**src/rtl/msx_mouse_pkg.sv**
```systemverilog
// Shared types and helpers for the MSX mouse port: read phase encoding and
// saturation to the accumulator range.
package msx_mouse_pkg;

  localparam int ACC_W   = 8;
  localparam int ACC_MAX = (1 << (ACC_W - 1)) - 1;
  localparam int ACC_MIN = -(1 << (ACC_W - 1));

  typedef enum logic [1:0] {
    P0 = 2'd0,
    P1 = 2'd1,
    P2 = 2'd2,
    P3 = 2'd3
  } phase_t;

  // Clamp a signed value to the w-bit two's-complement range; ~hi equals -hi-1.
  function automatic logic signed [15:0] sat(input logic signed [15:0] v, input int w);
    logic signed [15:0] hi;
    logic signed [15:0] lo;
    hi = 16'((1 << (w - 1)) - 1);
    lo = ~hi;
    if (v > hi)      return hi;
    else if (v < lo) return lo;
    else             return v;
  endfunction

endpackage

```
**src/rtl/msx_mouse_acc.sv**
```systemverilog
// One axis of motion: saturating accumulator plus read snapshot.
// MSX_MOUSE_HALFSPEED_EN halves each delta, carrying the dropped LSB forward.
module msx_mouse_acc
  import msx_mouse_pkg::*;
#(
  parameter int ACC_W  = msx_mouse_pkg::ACC_W,
  parameter bit NEGATE = 1'b0
) (
  input  logic             clk_sys,
  input  logic             reset_n,
  input  logic             clear,
  input  logic             add,
  input  logic             take,
  input  logic [8:0]       delta,
  output logic [ACC_W-1:0] acc,
  output logic [ACC_W-1:0] snap
);

  localparam int SUM_W = ACC_W + 3;

  logic signed [SUM_W-1:0] d_ext;
  logic signed [SUM_W-1:0] d_scaled;
  logic signed [SUM_W-1:0] acc_sum;
  logic signed [SUM_W-1:0] add_sum;
  logic [ACC_W-1:0]        acc_next;
  logic [ACC_W-1:0]        delta_only;

  always_comb begin
    d_ext = {{(SUM_W-9){delta[8]}}, delta};
    if (NEGATE) d_ext = -d_ext;
  end

`ifdef MSX_MOUSE_HALFSPEED_EN
  logic                    rem;
  logic signed [SUM_W-1:0] d_total;

  assign d_total  = d_ext + $signed({{(SUM_W-1){1'b0}}, rem});
  assign d_scaled = d_total >>> 1;

  always_ff @(posedge clk_sys or negedge reset_n) begin
    if (!reset_n)   rem <= 1'b0;
    else if (clear) rem <= 1'b0;
    else if (add)   rem <= d_total[0];
  end
`else
  assign d_scaled = d_ext;
`endif

  assign acc_sum = {{3{acc[ACC_W-1]}}, acc} + d_scaled;
  assign add_sum = d_scaled;

  always_comb begin
    acc_next   = ACC_W'(sat({{(16-SUM_W){acc_sum[SUM_W-1]}}, acc_sum}, ACC_W));
    delta_only = ACC_W'(sat({{(16-SUM_W){add_sum[SUM_W-1]}}, add_sum}, ACC_W));
  end

  // On a take the snapshot is subtracted at once, so only new motion remains.
  always_ff @(posedge clk_sys or negedge reset_n) begin
    if (!reset_n) begin
      acc  <= '0;
      snap <= '0;
    end else if (clear) begin
      acc  <= '0;
      snap <= '0;
    end else if (take) begin
      snap <= acc;
      acc  <= add ? delta_only : '0;
    end else if (add) begin
      acc <= acc_next;
    end
  end

endmodule

```
**src/rtl/msx_mouse_port.sv**
```systemverilog
// Host mouse packets to MSX joystick-port mouse nibbles, four per read cycle.
// Optional build macro: MSX_MOUSE_HALFSPEED_EN (halves motion per axis).
//
// state | meaning
// P0    | next strobe edge snapshots motion, serves X[7:4]
// P1    | next edge serves X[3:0]
// P2    | next edge serves Y[7:4]
// P3    | next edge serves Y[3:0], back to P0
module msx_mouse_port
  import msx_mouse_pkg::*;
#(
  parameter int TIMEOUT = 100000,
  parameter int ACC_W   = msx_mouse_pkg::ACC_W
) (
  input  logic       clk_sys,
  input  logic       reset_n,
  input  logic [8:0] mouse_x,
  input  logic [8:0] mouse_y,
  input  logic [7:0] mouse_flags,
  input  logic       mouse_strobe,
  input  logic       joy_active,
  input  logic       msx_str,
  output logic       mouse_en,
  output logic [5:0] port_n
);

  localparam int CNT_W = $clog2(TIMEOUT + 1);

  phase_t           phase;
  logic [CNT_W-1:0] cnt;
  logic             s1, s2, s3;
  logic             str_edge;
  logic             acc_clear;
  logic             take;
  logic [ACC_W-1:0] acc_x, snap_x, acc_y, snap_y;
  logic             unused_bits;

  assign str_edge  = s2 ^ s3;
  // The enabling packet itself must survive, so clear only when staying disabled.
  assign acc_clear = ~mouse_en & ~mouse_strobe;
  assign take      = mouse_en & str_edge & (phase == P0);
  assign unused_bits = ^{mouse_flags[7:2], snap_x[ACC_W-1:4], acc_y};

  msx_mouse_acc #(.ACC_W(ACC_W), .NEGATE(1'b1)) u_acc_x (
    .clk_sys (clk_sys),
    .reset_n (reset_n),
    .clear   (acc_clear),
    .add     (mouse_strobe),
    .take    (take),
    .delta   (mouse_x),
    .acc     (acc_x),
    .snap    (snap_x)
  );

  msx_mouse_acc #(.ACC_W(ACC_W), .NEGATE(1'b0)) u_acc_y (
    .clk_sys (clk_sys),
    .reset_n (reset_n),
    .clear   (acc_clear),
    .add     (mouse_strobe),
    .take    (take),
    .delta   (mouse_y),
    .acc     (acc_y),
    .snap    (snap_y)
  );

  always_ff @(posedge clk_sys or negedge reset_n) begin
    if (!reset_n) begin
      s1       <= 1'b0;
      s2       <= 1'b0;
      s3       <= 1'b0;
      mouse_en <= 1'b0;
      phase    <= P0;
      cnt      <= '0;
      port_n   <= 6'h3F;
    end else begin
      s1 <= msx_str;
      s2 <= s1;
      s3 <= s2;

      if (mouse_strobe)    mouse_en <= 1'b1;
      else if (joy_active) mouse_en <= 1'b0;

      if (!mouse_en) begin
        phase  <= P0;
        cnt    <= '0;
        port_n <= 6'h3F;
      end else begin
        port_n[5:4] <= ~mouse_flags[1:0];
        if (str_edge) begin
          cnt <= CNT_W'(TIMEOUT);
          case (phase)
            P0: begin port_n[3:0] <= acc_x[ACC_W-1:ACC_W-4];  phase <= P1; end
            P1: begin port_n[3:0] <= snap_x[3:0];             phase <= P2; end
            P2: begin port_n[3:0] <= snap_y[ACC_W-1:ACC_W-4]; phase <= P3; end
            P3: begin port_n[3:0] <= snap_y[3:0];             phase <= P0; end
            default: phase <= P0;
          endcase
        end else if (cnt != '0) begin
          cnt <= cnt - 1'b1;
          if (cnt == CNT_W'(1)) phase <= P0;
        end
      end
    end
  end

endmodule
```
**config.mk**
```make
export PLATFORM = sky130hd
export DESIGN_NAME = msx_mouse_port
export DESIGN_NICKNAME = d
export VERILOG_FILES = /design/src/rtl/msx_mouse_pkg.sv /design/src/rtl/msx_mouse_acc.sv /design/src/rtl/msx_mouse_port.sv
export SDC_FILE = /design/constraint.sdc
export NUM_CORES = 1
export LEC_CHECK = 0
export CELL_PAD_IN_SITES_DETAIL_PLACEMENT = 1
export CELL_PAD_IN_SITES_GLOBAL_PLACEMENT = 2
export CORE_ASPECT_RATIO = 1.2
export CORE_MARGIN = 5
export CORE_UTILIZATION = 44
export DETAILED_ROUTE_END_ITERATION = 7
export DONT_BUFFER_PORTS = 1
export GPL_ROUTABILITY_DRIVEN = 0
export PLACE_DENSITY = 0.84
export SLEW_MARGIN = 40
export SYNTH_ARGS = -nofsm -noshare
export SYNTH_HDL_FRONTEND = slang
export SYNTH_HIERARCHICAL = 1
export SYNTH_SLANG_ARGS = --single-unit
```
**constraint.sdc**
```tcl
create_clock -name clk_sys -period 7.9 [get_ports clk_sys]
set_input_delay 2.37 -clock clk_sys [delete_from_list [all_inputs] [get_ports clk_sys]]
set_output_delay 2.37 -clock clk_sys [all_outputs]
set_load 0.05 [all_outputs]
```
# Yosys cells after proc, flatten, opt, wreduce, memory -nomap -nowiden
# Cells that the tools add are included.
[classes] n_reduce_logical=6 addsub=4 n_lt_le_gt_ge=8 n_eq_ne=7 bitwise=7 n_mux=33
[op_table] op="8-bit two-way mux" count=18
[op_table] op="17-bit two-way mux" count=3
[op_table] op="11-bit by 8-bit greater-than comparator with 1-bit output (second input constant)" count=2
[op_table] op="11-bit by 8-bit less-than comparator with 1-bit output (second input constant)" count=2
[op_table] op="17-bit by 1-bit equality test with 1-bit output (second input constant)" count=1
[op_table] op="17-bit nonzero test" count=1
[op_table] op="17-bit by 1-bit subtractor with 17-bit output (second input constant)" count=1
[op_table] op="4-bit one-hot mux with 4 select lines" count=1
[op_table] op="4-bit two-way mux" count=3
[op_table] op="11-bit adder" count=1
[op_table] op="9-bit negation with 11-bit output" count=1
[op_table] op="8-bit by 9-bit adder with 10-bit output" count=1
[op_table] op="10-bit by 8-bit greater-than comparator with 1-bit output (second input constant)" count=1
[op_table] op="10-bit by 8-bit less-than comparator with 1-bit output (second input constant)" count=1
[op_table] op="9-bit by 8-bit greater-than comparator with 1-bit output (second input constant)" count=1
[op_table] op="9-bit by 8-bit less-than comparator with 1-bit output (second input constant)" count=1
[op_table] op="2-bit two-way mux" count=4
[op_table] op="2-bit one-hot mux with 4 select lines" count=1
[op_table] op="6-bit two-way mux" count=1
[op_table] op="3-bit by 1-bit != test with 1-bit output (second input constant)" count=2
[op_table] op="2-bit equality test (second input constant)" count=2
[op_table] op="2-bit nonzero test" count=2
[op_table] op="1-bit AND" count=3
[op_table] op="3-bit nonzero test" count=1
[op_table] op="8 further kinds" count=10
[totals] wordCells=77 reg_bits=57

# Depth between registers and ports, before layout
[depth] depth_word=8 ltp_mapped=13 mapped_depth_nobuf=13

# Cells and area by module
# Netlist, hierarchy kept.
[modules_own_cells] mod="msx_mouse_port" cells_per_inst=169 n_inst=1 area_per_inst_um2=1624.1
[modules_own_cells] mod="msx_mouse_acc at u_acc_x" cells_per_inst=178 n_inst=1 area_per_inst_um2=1560.2
[modules_own_cells] mod="msx_mouse_acc at u_acc_y" cells_per_inst=127 n_inst=1 area_per_inst_um2=1287.5

# Least setup slack after synthesis
# OpenSTA, ideal clock, no wires.
[synth_path] path_type="input to register" start="input port mouse_x[5]" end="register u_acc_x.acc[6]" n_path_buf=0 arrival_time_ps=5061 required_time_ps=7774 cell_stages=11 setup_time_ps=126 slack_ps=2713 path_cell_list="or4_1 o21a_1 nor2_1 ha_1 a21o_1 and3_1 a211oi_1 and3_1 a311oi_2 or2_0 a221o_1"
[synth_via] elab_chain_len=8
[synth_rtl] item="from (decl)" line="msx_mouse_port.sv:17" rtl="input logic [8:0] mouse_x,"
[synth_rtl] item="9-bit negation with 11-bit output *" line="msx_mouse_acc.sv:30" rtl="if (NEGATE) d_ext = -d_ext;"
[synth_rtl] item="11-bit adder" line="msx_mouse_acc.sv:49" rtl="assign acc_sum = {{3{acc[ACC_W-1]}}, acc} + d_scaled;"
[synth_rtl] item="11-bit by 8-bit less-than comparator with 1-bit output" line="msx_mouse_pkg.sv:23" rtl="else if (v < lo) return lo;"
[synth_rtl] item="8-bit two-way mux" line="msx_mouse_pkg.sv:23"
[synth_rtl] item="8-bit two-way mux" line="msx_mouse_pkg.sv:22" rtl="if (v > hi) return hi;"
[synth_rtl] item="8-bit two-way mux" line="msx_mouse_acc.sv:68" rtl="end else if (add) begin"
[synth_rtl] item="8-bit two-way mux *" line="msx_mouse_acc.sv:65" rtl="end else if (take) begin"
[synth_rtl] item="8-bit two-way mux *" line="msx_mouse_acc.sv:62" rtl="end else if (clear) begin"
[synth_rtl] item="to (signal assigned)" line="msx_mouse_acc.sv:67" rtl="acc <= add ? delta_only : '0;"
[synth_rtl] item="to (signal assigned)" line="msx_mouse_acc.sv:69" rtl="acc <= acc_next;"
[synth_rtl] item="to (decl)" line="msx_mouse_acc.sv:15" rtl="output logic [ACC_W-1:0] acc,"
# Mark *: on every way between the ends. The rest lies on a longest branch, timed or not. The select of a mux whose other input is x is not followed.
# A chain may end at the register's enable or synchronous reset.

# Final worst setup path
# Same ends and word-level chain as after synthesis.

==> run metrics <==
crit share post-route=65.3%; Slew Viols, Final=0; CORE AREA=9560 um^2; multi-input logic area=2750 um^2; post_cts resized=0; Peak supply drop=0.000179 V; Mapped Area=4320 um^2; I/O pins=38; CTS tree=built; Clock Skew=7.08 ps; post-route setup slack=2740 ps; Die Area=11900 um^2; f_max=194 MHz; Clock Power Share=20.2%; Root Driver=clkbuf_16; Buf+Inv Stages, Crit Path=0; DRC=0; Comb pwr share=50.1%; ant diodes=0; Max-Cap Viols=0; crit path cell chain=or4_1 > o21a_1 > nor2_1 > ha_1 > a21o_1 > and3_1 > a211oi_1 > a21oi_1 > a311oi_2 > or2_0 > a221o_1; Routed Antenna Nets=0; pin count of the biggest net entering global routing=58; Skew-Pair Late Insertion Delay=320 ps; Pwr per Cell Area=392 nW/um^2; GRT Util Overall=19.6%; crit path DAT=5410 ps; Req. time, crit path=8150 ps; CP Launch Type=primary input; syn nets=526; IO Port Bufs=0; final WL=11100 um; worst rel slew slack=46.3%; # nets final=526; CP max stage delay=590 ps; Reg area=1430 um^2; First-pass DRT Iterations=4; total gr overflow=0; routed vias/inst=6.07; cell leakage power=1.98 nW; number of global-route vias before repair=3892; Synth-to-Final Area Change=9.39%; NetSw=788 uW; WL/cell=18.8 um; Critical Path End Type=register; fin crit period=5160 ps; switching share of power=42.6%; setup_tns=0 ps; final setup fails=0; CTS sink count=57; post-layout util=49.4%; die height=119 um; status=complete, no violations; Initial Utilization=45.1%; syn avg cell area=9.34 um^2; CP max FO=7; DIE WIDTH=100 um; CP max stage cell=or4_1; Hold Violations, Final=0; sequential share of power=29.7%; layout cells sized above 1=11.1%; Layout fillers=1133; # H-tree levels=3; DP HPWL=8580 um; Slew @ Worst Pin=800 ps; Vias=3579; hold_buf cts=0; CTS buffer count=9; Clock transition at path regs=50 ps; HP Class=register to register; initial antenna violation count=0; setup repair after global routing missed its margin=false; critical path type=primary input to register; Post-Synthesis Cells=462; YS warnings=6; CTS max path bufs=2; worst slack, placed=2440 ps; Iteration-0 DRC Markers=131; global-route wire length before repair=19200 um; CP delay by family, top=compound AO/OA/AOI/OAI gates; post-CTS setup buffer count=0; # rows=39; worst reg-to-reg setup slack=4880 ps; Int Pwr=1.06 mW
metal layers:
metal,track usage (%),part of all wire (%),up-vias
met2,34.8,52,47
met3,3.24,3.1,17
met5,0,0,-
met1,23.2,42,1770
met4,7.41,2.5,0
li1,-,-,1745
cell type report:
cell class / instances / area share, %
Multi-Input combinational cell: 373 / 58.3
Sequential cell: 57 / 30.4
Timing Repair Buffer: 3 / 0.477
Clock inverter: 3 / 0.848
Inverter: 18 / 1.43
Tap cell: 123 / 3.26
Clock buffer: 13 / 5.30
power groups by stage:
stage	clock (mW)	sequential [mW]	combinational, mW
after floorplan	0	0.507	0.771
after detailed placement	0	0.554	0.926
after CTS	0.383	0.551	0.932
after global routing	0.399	0.563	1.03
after global placement	0	0.551	0.888
final	0.374	0.549	0.926
cell usage in the layout, fill, tap and decap left out, types with 3 or more instances in the layout:
master      n
a221o_1     8
or4_1       4
a22oi_1     7
clkbuf_16   9
nand4_1     4
o21ai_1     9
nand3_1    13
dfrtp_1    51
nor2_1     41
a22o_1      7
buf_4       3
and3_1      4
mux2i_1    13
or3_1       6
xnor2_1    16
o21ai_0    13
xor2_1     11
a211oi_1   11
a21oi_1    44
inv_1      18
nor3_2      4
a21o_1      5
dfstp_2     6
nor4_1      8
nand2_1    30
ha_1       31
nand2b_1    6
nor2b_1     3
a221oi_1    4
nor3_1      9
clkbuf_1    3
o211ai_1    8
worst register-to-register path, cell delays in order, from the launching register on:
cell and delay, ps:
dfrtp_1 370, ha_1 240, inv_1 70, fa_1 410, nand3b_1 210, a21oi_1 340, nor4_1 90, a211o_1 320
a311oi_2 580, or2_0 190, a221o_1 140
worst paths after layout:
path	end	depth (start not counted)	startpoint
worst max-delay path	u_acc_x/acc[6]$_DFFE_PN0P_	11	mouse_x[5]
worst min-delay path	s2$_DFF_PN0_	0	s1$_DFF_PN0_
worst max register to register	u_acc_x/acc[6]$_DFFE_PN0P_	10	u_acc_x/acc[0]$_DFFE_PN0P_
worst min register to register	s2$_DFF_PN0_	0	s1$_DFF_PN0_
max in group asynchronous	port_n[0]$_DFFE_PN1N_	0	reset_n
min in group asynchronous	cnt[8]$_DFFE_PN0P_	0	reset_n
sequential cells by signal (all words and copies together), names as in the netlist:
| register | cells |
|---|---|
| u_acc_x/acc | 8 |
| phase | 2 |
| cnt | 17 |
| u_acc_y/snap | 8 |
| s2 | 1 |
| u_acc_y/acc | 8 |
| u_acc_x/snap | 4 |
| s3 | 1 |
| port_n | 6 |
| mouse_en | 1 |
| s1 | 1 |
stage by stage:
stage	area, um^2	power, mW	hold WS [ps]	instances
after CTS	4720	1.87	348	590
after global placement	4430	1.44	333	574
after detailed placement	4430	1.48	337	574
after global routing	4720	2.00	356	590
after floorplan	4320	1.28	331	462
final	4720	1.85	347	590
Note: power is estimated with default switching activity, not from simulation.
